[config.mk]
export PLATFORM = sky130hd
export DESIGN_NAME = alu_op_sequencer_flat
export DESIGN_NICKNAME = d
export VERILOG_FILES = /design/src/rtl/alu_op_sequencer_if.sv /design/src/rtl/alu_op_sequencer.sv /design/src/flat_wrapper.sv
export SDC_FILE = /design/constraint.sdc
export NUM_CORES = 1
export LEC_CHECK = 0
export CORE_UTILIZATION = 38
export DETAILED_ROUTE_END_ITERATION = 7
export PLACE_DENSITY = 0.66
export SLEW_MARGIN = 20
export SYNTH_ARGS = -nofsm -noshare
export SYNTH_HDL_FRONTEND = slang
export SYNTH_SLANG_ARGS = --single-unit
[constraint.sdc]
create_clock -name clk -period 1.95 [get_ports clk]
set_input_delay 0.2925 -clock clk [delete_from_list [all_inputs] [get_ports clk]]
set_output_delay 0.2925 -clock clk [all_outputs]
set_load 0.01 [all_outputs]
[src/rtl/alu_op_sequencer_if.sv]
// Request/response handshake and ALU control bus for the ALU front-end sequencer.
// The slave modport is the sequencer's view; master is the requester/ALU environment.
interface alu_op_sequencer_if #(
  parameter int unsigned WIDTH = 4
);
  logic               in_valid;
  logic               in_ready;
  logic [2:0]         in_op;
  logic [WIDTH-1:0]   in_a;
  logic [WIDTH-1:0]   in_b;
  logic [2:0]         alu_ctrl;
  logic [WIDTH-1:0]   alu_a;
  logic [WIDTH-1:0]   alu_b;
  logic [WIDTH-1:0]   alu_out;
  logic               alu_cout;
  logic               out_valid;
  logic               out_ready;
  logic [2*WIDTH-1:0] out_result;
  logic               out_err;

  modport slave (
    input  in_valid, in_op, in_a, in_b, alu_out, alu_cout, out_ready,
    output in_ready, alu_ctrl, alu_a, alu_b, out_valid, out_result, out_err
  );

  modport master (
    output in_valid, in_op, in_a, in_b, alu_out, alu_cout, out_ready,
    input  in_ready, alu_ctrl, alu_a, alu_b, out_valid, out_result, out_err
  );
endinterface

[src/rtl/alu_op_sequencer.sv]
// Front-end controller for the 4-bit combinational ALU: single-cycle ops pass
// straight through, multiply is sequenced as shift-and-add on the ALU adder.
module alu_op_sequencer #(
  parameter int unsigned WIDTH  = 4,
  parameter logic [2:0]  MUL_OP = 3'b110
) (
  input logic               clk,
  input logic               rst_n,
  alu_op_sequencer_if.slave bus
);
  localparam int unsigned     CNT_W    = (WIDTH > 1) ? $clog2(WIDTH) : 1;
  localparam logic [2:0]      RSVD_OP  = 3'b111;
  localparam logic [2:0]      ADD_OP   = 3'b010;
  localparam logic [CNT_W-1:0] LAST_CNT = CNT_W'(WIDTH - 1);

  typedef enum logic [1:0] {IDLE, EXEC, MULT, DONE} state_e;

  state_e               state_q;
  logic                 in_ready_q;
  logic                 out_valid_q;
  logic                 out_err_q;
  logic [2*WIDTH-1:0]   out_result_q;
  logic [2:0]           alu_ctrl_q;
  logic [WIDTH-1:0]     alu_a_q;
  logic [WIDTH-1:0]     alu_b_q;
  logic [WIDTH-1:0]     mcand_q;
  logic [WIDTH-1:0]     mplr_q;
  logic [CNT_W-1:0]     cnt_q;
  logic [WIDTH-1:0]     acc_d;
  logic [WIDTH-1:0]     mplr_d;
  logic                 accept_c;

  assign accept_c = bus.in_valid & in_ready_q;

  // One multiply step: {acc, mplr} = {cout, sum, mplr} >> 1; alu_a_q carries acc.
  always_comb begin
    acc_d  = {bus.alu_cout, bus.alu_out[WIDTH-1:1]};
    mplr_d = {bus.alu_out[0], mplr_q[WIDTH-1:1]};
  end

  always_ff @(posedge clk) begin
    if (!rst_n) begin
      state_q      <= IDLE;
      in_ready_q   <= 1'b1;
      out_valid_q  <= 1'b0;
      out_err_q    <= 1'b0;
      out_result_q <= '0;
      alu_ctrl_q   <= 3'b000;
      alu_a_q      <= '0;
      alu_b_q      <= '0;
      mcand_q      <= '0;
      mplr_q       <= '0;
      cnt_q        <= '0;
    end else begin
      case (state_q)
        IDLE: begin
          if (accept_c) begin
            in_ready_q <= 1'b0;
            if (bus.in_op == MUL_OP) begin
              state_q    <= MULT;
              alu_ctrl_q <= ADD_OP;
              alu_a_q    <= '0;
              alu_b_q    <= bus.in_b[0] ? bus.in_a : '0;
              mcand_q    <= bus.in_a;
              mplr_q     <= bus.in_b;
              cnt_q      <= '0;
            end else if (bus.in_op == RSVD_OP) begin
              // Reserved opcode is answered immediately without touching the ALU.
              state_q      <= DONE;
              out_valid_q  <= 1'b1;
              out_result_q <= '0;
              out_err_q    <= 1'b1;
            end else begin
              state_q    <= EXEC;
              alu_ctrl_q <= bus.in_op;
              alu_a_q    <= bus.in_a;
              alu_b_q    <= bus.in_b;
            end
          end
        end
        EXEC: begin
          state_q      <= DONE;
          out_valid_q  <= 1'b1;
          out_result_q <= {WIDTH'(0), bus.alu_out};
          out_err_q    <= 1'b0;
          alu_ctrl_q   <= 3'b000;
          alu_a_q      <= '0;
          alu_b_q      <= '0;
        end
        MULT: begin
          cnt_q  <= cnt_q + CNT_W'(1);
          mplr_q <= mplr_d;
          if (cnt_q == LAST_CNT) begin
            state_q      <= DONE;
            out_valid_q  <= 1'b1;
            out_result_q <= {acc_d, mplr_d};
            out_err_q    <= 1'b0;
            alu_ctrl_q   <= 3'b000;
            alu_a_q      <= '0;
            alu_b_q      <= '0;
          end else begin
            alu_a_q <= acc_d;
            alu_b_q <= mplr_d[0] ? mcand_q : '0;
          end
        end
        DONE: begin
          if (bus.out_ready) begin
            state_q     <= IDLE;
            out_valid_q <= 1'b0;
            in_ready_q  <= 1'b1;
          end
        end
        default: begin
          state_q <= IDLE;
        end
      endcase
    end
  end

  assign bus.in_ready   = in_ready_q;
  assign bus.out_valid  = out_valid_q;
  assign bus.out_result = out_result_q;
  assign bus.out_err    = out_err_q;
  assign bus.alu_ctrl   = alu_ctrl_q;
  assign bus.alu_a      = alu_a_q;
  assign bus.alu_b      = alu_b_q;
endmodule

[src/flat_wrapper.sv]
// flat-port wrapper written by rule: the top's interface ports become plain ports
module alu_op_sequencer_flat 
#(
  parameter int unsigned WIDTH  = 4,
  parameter logic [2:0]  MUL_OP = 3'b110
)
  (clk, rst_n, bus_in_valid, bus_in_op, bus_in_a, bus_in_b, bus_alu_out, bus_alu_cout, bus_out_ready, bus_in_ready, bus_alu_ctrl, bus_alu_a, bus_alu_b, bus_out_valid, bus_out_result, bus_out_err);
  alu_op_sequencer_if #(.WIDTH(WIDTH)) bus_i ();
  input logic clk;
  input logic rst_n;
  input wire logic [$bits(bus_i.in_valid)-1:0] bus_in_valid;
  input wire logic [$bits(bus_i.in_op)-1:0] bus_in_op;
  input wire logic [$bits(bus_i.in_a)-1:0] bus_in_a;
  input wire logic [$bits(bus_i.in_b)-1:0] bus_in_b;
  input wire logic [$bits(bus_i.alu_out)-1:0] bus_alu_out;
  input wire logic [$bits(bus_i.alu_cout)-1:0] bus_alu_cout;
  input wire logic [$bits(bus_i.out_ready)-1:0] bus_out_ready;
  output wire logic [$bits(bus_i.in_ready)-1:0] bus_in_ready;
  output wire logic [$bits(bus_i.alu_ctrl)-1:0] bus_alu_ctrl;
  output wire logic [$bits(bus_i.alu_a)-1:0] bus_alu_a;
  output wire logic [$bits(bus_i.alu_b)-1:0] bus_alu_b;
  output wire logic [$bits(bus_i.out_valid)-1:0] bus_out_valid;
  output wire logic [$bits(bus_i.out_result)-1:0] bus_out_result;
  output wire logic [$bits(bus_i.out_err)-1:0] bus_out_err;
  assign bus_i.in_valid = bus_in_valid;
  assign bus_i.in_op = bus_in_op;
  assign bus_i.in_a = bus_in_a;
  assign bus_i.in_b = bus_in_b;
  assign bus_i.alu_out = bus_alu_out;
  assign bus_i.alu_cout = bus_alu_cout;
  assign bus_i.out_ready = bus_out_ready;
  assign bus_in_ready = bus_i.in_ready;
  assign bus_alu_ctrl = bus_i.alu_ctrl;
  assign bus_alu_a = bus_i.alu_a;
  assign bus_alu_b = bus_i.alu_b;
  assign bus_out_valid = bus_i.out_valid;
  assign bus_out_result = bus_i.out_result;
  assign bus_out_err = bus_i.out_err;
  alu_op_sequencer #(.WIDTH(WIDTH), .MUL_OP(MUL_OP)) u_core (.clk(clk), .rst_n(rst_n), .bus(bus_i));
endmodule
==> flow_summary.yaml, run 1 <==
pwr:
  p_clk_share_pct: 17.3
  power.share.combinational_pct: 50.4
  p_per_area_mw_per_mm2: 1200
  p_int_mw: 1.77
  swShare_pct: 37.3
  ir_drop_mv: 0.409
  static-leakage-power_nw: 0.972
  p_sw_mw: 1.05
  p_seq_share_pct: 32.3
timing:
  period_minus_slack_ns: 1.73
  max_freq_mhz: 577
  rsz0062_at_grt: "false"
  finalSetupViolations: 0
  hold_viol_final: 0
  worst_pin_slew_ns: 0.492
  fin_ws_ns: 0.217
  fin_crit_sh_pct: 88.9
  final.setup_skew_ns: 0.00205
  slew_violations: 0
  tns_ns: 0
  maxSlewHeadroom_pct: 67.1
placement:
  place_ws_ns: 0.0199
  dp_hpwl_mm: 2.96
  port-buffer-count: 41
  gp_congestion: 0.767
synthesis:
  synth_cell_types: 38
  ys.flop_type: "dfxtp_1"
  syn_nets: 224
  syn_area_per_cell_um2: 9.18
  seq_area_frac_synth_pct: 36.5
  syn_inst: 197
  async_flop_share_pct: 0
  synth_edf_count: 0
  yosys_register_bits: 33
  yosys_warnings: 0
  synth_area_mm2: 0.00181
setup_path:
  path_buf_inv: 4
  regToRegSetupSlack_ns: 0.22
  start_kind: "flip-flop"
  critical_path_required_ns: 2.13
  r2r_end: "u_core.bus.out_err$_SDFFE_PN0P_"
  worstSetupEndpointType: "flip-flop"
  reg2reg_depth: 8
  max_stage_delay_ns: 0.32
  critPathKind: "reg -> reg"
  rr_startpoint: "u_core.state_q[0]$_SDFFE_PN0P_"
  critical-path-top-delay-family: "buffers and inverters"
  crit_path_max_fanout: 18
  cp.arrival_ns: 1.91
  crit_top_cell: "buf_4"
  critPathSlowestCell: "dfxtp_1"
  path_cells: "inv_1 -> ha_1 -> buf_4 -> buf_4 -> a2111oi_4 -> buf_4 -> nand2_1 -> o211a_1"
job:
  max-cap-violations: 0
finish:
  area_growth_pct: 30.2
  antenna_cells: 0
  layout-drive-gt1-share_pct: 13.8
  final_nets: 272
  n_fill_cell: 427
clock_tree:
  cts_setup_buffers: 0
  htreeDepth: 2
  cts_tree: "done"
  cts_max_path_buffers: 2
  cts_buffers: 5
  clkTransAtPathRegs_ns: 0.07
  clockRootBuffer: "clkbuf_8"
  clock_latency_ns: 0.28
  clock-sinks: 33
  holdBufCountCts: 0
min_path:
  holdCritStartpoint: "u_core.bus.out_result[5]$_SDFFE_PN0P_"
  hold_class: "reg -> reg"
  whs_path_depth: 2
  hold-path-endpoint: "u_core.bus.out_result[5]$_SDFFE_PN0P_"
global_route:
  grt.total_usage_pct: 17.0
  grt_pass1_wl_mm: 6.73
  grt_max_degree: 46
  overflow: 0
  antenna_found_initial: 0
  first_global_vias: 1440
floorplan:
  fp.coreArea_mm2: 0.00447
  dieArea_mm2: 0.00504
  start_util_pct: 40.4
  pin_count: 42
  rows: 24
  fp.dieH_um: 71
  die_w_um: 71
detailed_routing:
  avgRoutedWirePerCell_um: 13.3
  avgViaCountPerCell: 5.18
  first_pass_iters: 7
  drtIter0Drc: 129
  routed_wl_mm: 3.98
  drcViolationCount: 6
  vias: 1545
  ant_nets: 0
outcome:
  status: "complete, but fails checks"
  violations: "design-rule violations"
power groups by stage:
| stage | combinational, mW | clock, mW | sequential, mW |
|---|---|---|---|
| floorplan | 0.903 | 0 | 0.981 |
| global placement | 1.40 | 0 | 0.924 |
| detailed placement | 1.42 | 0 | 0.926 |
| CTS | 1.42 | 0.500 | 0.911 |
| global route | 1.56 | 0.534 | 0.929 |
| finish | 1.42 | 0.489 | 0.910 |
area by class of cell:
cell class | instances | area, um^2 | area share [%]
inverters | 8 | 30.0 | 1.27
clock inverters | 2 | 10.0 | 0.425
repair buffers | 56 | 536 | 22.7
multi-input cells | 141 | 982 | 41.7
clock buffers | 6 | 72.6 | 3.08
flip-flops and latches | 33 | 661 | 28.0
well taps | 52 | 65.1 | 2.76
layout by cell type, fill, tap and decap left out, types with 9 or more instances in the layout:
master / netlist / final
nand2_1: 29 / 29
dfxtp_1: 33 / 33
mux2i_1: 11 / 11
nand3_1: 9 / 9
o21ai_0: 16 / 16
nand4_1: 10 / 10
nor2b_1: 9 / 9
clkdlybuf4s50_1: 0 / 41
buf_4: 0 / 14
synthesized netlist by cell type, drive strengths merged, types with 2 or more instances:
master	count	share of area [%]
dfxtp	33	37
nand2	29	6.0
o21ai	16	4.4
mux2i	11	6.1
nand3	10	3.5
nand4	10	3.5
nor2b	10	3.9
buf	8	4.6
inv	8	1.7
o211a	8	4.4
ha	7	4.8
clkbuf	5	1.7
nor2	5	1.0
o211ai	5	2.1
a22o	4	2.2
a31oi	4	1.4
a21o	3	1.2
a21oi	3	0.83
nor3	3	1.1
a41o	2	1.1
and3	2	0.83
metal layers:
layer | vias to the layer above | GRT usage [%] | part of all wire, %
met2 | 33 | 25.1 | 43
met4 | 0 | 5.56 | 0.91
met1 | 700 | 23.8 | 52
li1 | 808 | - | -
met3 | 4 | 4.99 | 3.9
met5 | - | 0 | 0
registers in the layout (all words and copies together), names as in the netlist, 2 cells and up:
signal,cells
u_core.bus.alu_a,4
u_core.state_q,2
u_core.bus.alu_ctrl,3
u_core.bus.alu_b,4
u_core.mplr_q,3
u_core.mcand_q,4
u_core.bus.out_result,8
u_core.cnt_q,2
how the worst max path moves through the flow:
stage	start	endpoint	slack, ns	cells after the start
after CTS	u_core.state_q[1]$_SDFFE_PN0P_	u_core.bus.alu_ctrl[1]$_SDFFE_PN0P_	0.15	6
after detailed placement	bus_in_op[1]	u_core.bus.out_err$_SDFFE_PN0P_	0.02	6
after global routing	u_core.state_q[0]$_SDFFE_PN0P_	u_core.cnt_q[0]$_SDFFE_PN0P_	0.04	8
after global placement	bus_in_op[1]	u_core.bus.out_err$_SDFFE_PN0P_	0.05	6
after floorplan	u_core.state_q[0]$_SDFFE_PN0P_	u_core.bus.out_result[2]$_SDFFE_PN0P_	0.03	9
final	u_core.state_q[0]$_SDFFE_PN0P_	u_core.bus.out_err$_SDFFE_PN0P_	0.22	8
what timing repair did:
item,in CTS,in global routing
hold endpoints to repair,0,0
setup endpoints to repair,0,2
gates resized for setup,0,2
stage by stage:
stage / cells / hold slack [ns] / utilization, % / total power, mW / cell area, um^2
CTS: 298 / 0.461 / 52.5 / 2.83 / 2350
global route: 298 / 0.493 / 52.7 / 3.02 / 2360
floorplan: 197 / 0.436 / - / 1.88 / 1810
detailed placement: 290 / 0.452 / 50.7 / 2.34 / 2270
finish: 298 / 0.461 / 52.7 / 2.82 / 2360
global placement: 290 / 0.453 / 50.7 / 2.33 / 2270
kinds of logic after synthesis:
logic type / synth area share, %
multiplexers: 6.09
flip-flops: 36.5
buffers and inverters: 9.47
adder cells (fa/ha/maj): 4.84
AND/OR/NAND/NOR: 20.7
AO/OA/AOI/OAI: 22.4
worst register-to-register path: stages (launching register included):
cell	delay, ns
dfxtp_1	0.32
inv_1	0.07
ha_1	0.24
buf_4	0.17
buf_4	0.14
a2111oi_4	0.27
buf_4	0.24
nand2_1	0.07
o211a_1	0.11
No activity file was read; power rests on OpenSTA's default activity.
==> inputs of run 2 (changes only) <==
Settings changed: CORE_MARGIN set to 2.
==> run 2 against run 1 <==
Effect of this change:
- register-to-register slack worse by 0.06 ns
- combinational power hardly changed
- worst setup slack worse by 0.061 ns
- the run now ends clean
- global-route usage is 0.37 points lower
- highest routed layer unchanged
- critical path depth stayed put
- first-iteration DRC count is 12% lower
- clock power is 35% higher
==> flow_summary.yaml, run 2 (synthesized netlist as in run 1, its figures left out) <==
timing:
  fin_ws_ns: 0.156
  final.setup_skew_ns: 0.00392
  maxSlewHeadroom_pct: 67.3
  rsz0062_at_grt: "false"
  hold_viol_final: 0
  period_minus_slack_ns: 1.79
  slew_violations: 0
  finalSetupViolations: 0
  worst_pin_slew_ns: 0.490
  fin_crit_sh_pct: 92.0
  tns_ns: 0
  max_freq_mhz: 558
  holdWs_ns: 0.455
finish:
  area_growth_pct: 32.2
  antenna_cells: 0
  final_cell_area_mm2: 0.00239
  final_nets: 270
  layout_commonest_cell: "clkdlybuf4s50_1"
  largest_reg_flops: 8
  final_cell_mix: "clkdlybuf4s50_1 (41), dfxtp_1 (33), nand2_1 (29)"
  ff_latch_area_um2: 661
  n_fill_cell: 446
  layout-drive-gt1-share_pct: 13.5
  multi_input_area_um2: 983
  final-instance-count-excl-fill: 298
floorplan:
  fp.coreArea_mm2: 0.00466
  rows: 25
  die_w_um: 73
  pin_count: 42
  fp.dieH_um: 73
  dieArea_mm2: 0.00533
  start_util_pct: 38.8
setup_path:
  start_kind: "flip-flop"
  cp.arrival_ns: 1.97
  crit_path_max_fanout: 8
  worstSetupEndpointType: "flip-flop"
  critical_path_required_ns: 2.12
  critPathKind: "reg -> reg"
outcome:
  status: "completed"
pwr:
  p_per_area_mw_per_mm2: 1250
  ir_drop_mv: 0.383
  static-leakage-power_nw: 0.978
placement:
  dp_hpwl_mm: 3.04
  port-buffer-count: 41
  gp_congestion: 0.821
  dpl-instance-area_mm2: 0.00227
  place_inst: 290
  place_ws_ns: 0.0443
detailed_routing:
  avgViaCountPerCell: 5.22
  avgRoutedWirePerCell_um: 13.7
  drcViolationCount: 0
  first_pass_iters: 5
  routed_wl_mm: 4.10
  ant_nets: 0
  drtIter0Drc: 113
  vias: 1556
clock_tree:
  cts_setup_buffers: 0
  cts_resized: 0
  clockRootBuffer: "clkbuf_8"
  clkTransAtPathRegs_ns: 0.07
  clock_latency_ns: 0.28
  holdBufCountCts: 0
  clock-sinks: 33
  cts_max_path_buffers: 2
  htreeDepth: 2
  cts_buffers: 5
  cts_tree: "done"
global_route:
  grt_max_degree: 39
  first_global_vias: 1443
  overflow: 0
  grt_pass1_wl_mm: 6.89
  grt.total_usage_pct: 16.6
  antenna_found_initial: 0
min_path:
  hold_class: "reg -> reg"
job:
  max-cap-violations: 0
run 2: final cells by class:
cell class,instances,area share (%)
Sequential cell,33,27.6
Clock inverter,1,1.26
Multi-Input combinational cell,141,41.1
Tap cell,54,2.83
Clock buffer,7,3.61
Timing Repair Buffer,54,22.3
Inverter,8,1.26
run 2: critical path: stages (launching register included):
cell	delay (ns)
dfxtp_1	0.41
inv_1	0.11
ha_1	0.23
buf_4	0.17
nand3_1	0.15
o32ai_2	0.11
buf_4	0.15
and3_2	0.20
o21a_1	0.16
run 2: path summary, 6_finish.rpt:
check | from | to | slack [ns] | cells past startpoint
max | u_core.state_q[0]$_SDFFE_PN0P_ | u_core.cnt_q[1]$_SDFFE_PN0P_ | 0.16 | 8
max reg2reg | u_core.state_q[0]$_SDFFE_PN0P_ | u_core.cnt_q[1]$_SDFFE_PN0P_ | 0.16 | 8
min reg2reg | u_core.bus.out_result[7]$_SDFFE_PN0P_ | u_core.bus.out_result[7]$_SDFFE_PN0P_ | 0.46 | 2
min | u_core.bus.out_result[7]$_SDFFE_PN0P_ | u_core.bus.out_result[7]$_SDFFE_PN0P_ | 0.46 | 2
run 2: power by group:
part,internal [mW],switching (mW)
registers,0.827,0.104
clock network,0.416,0.241
logic,0.688,0.720
run 2: through the flow:
stage / power [mW] / utilization [%]
after global placement: 2.32 / 48.7
after global routing: 3.18 / 51.3
after CTS: 3.00 / 51.2
after detailed placement: 2.34 / 48.7
after floorplan: 1.88 / -
final: 3.00 / 51.3
run 2: per-layer routing:
metal	global-route usage [%]	share of wire [%]	vias up	routed length [um]
met1	22.4	49	713	2010
met2	26.5	47	34	1930
met3	3.31	2.7	5	111
li1	-	-	804	-
met5	0	0	-	0
met4	5.56	1.1	0	46
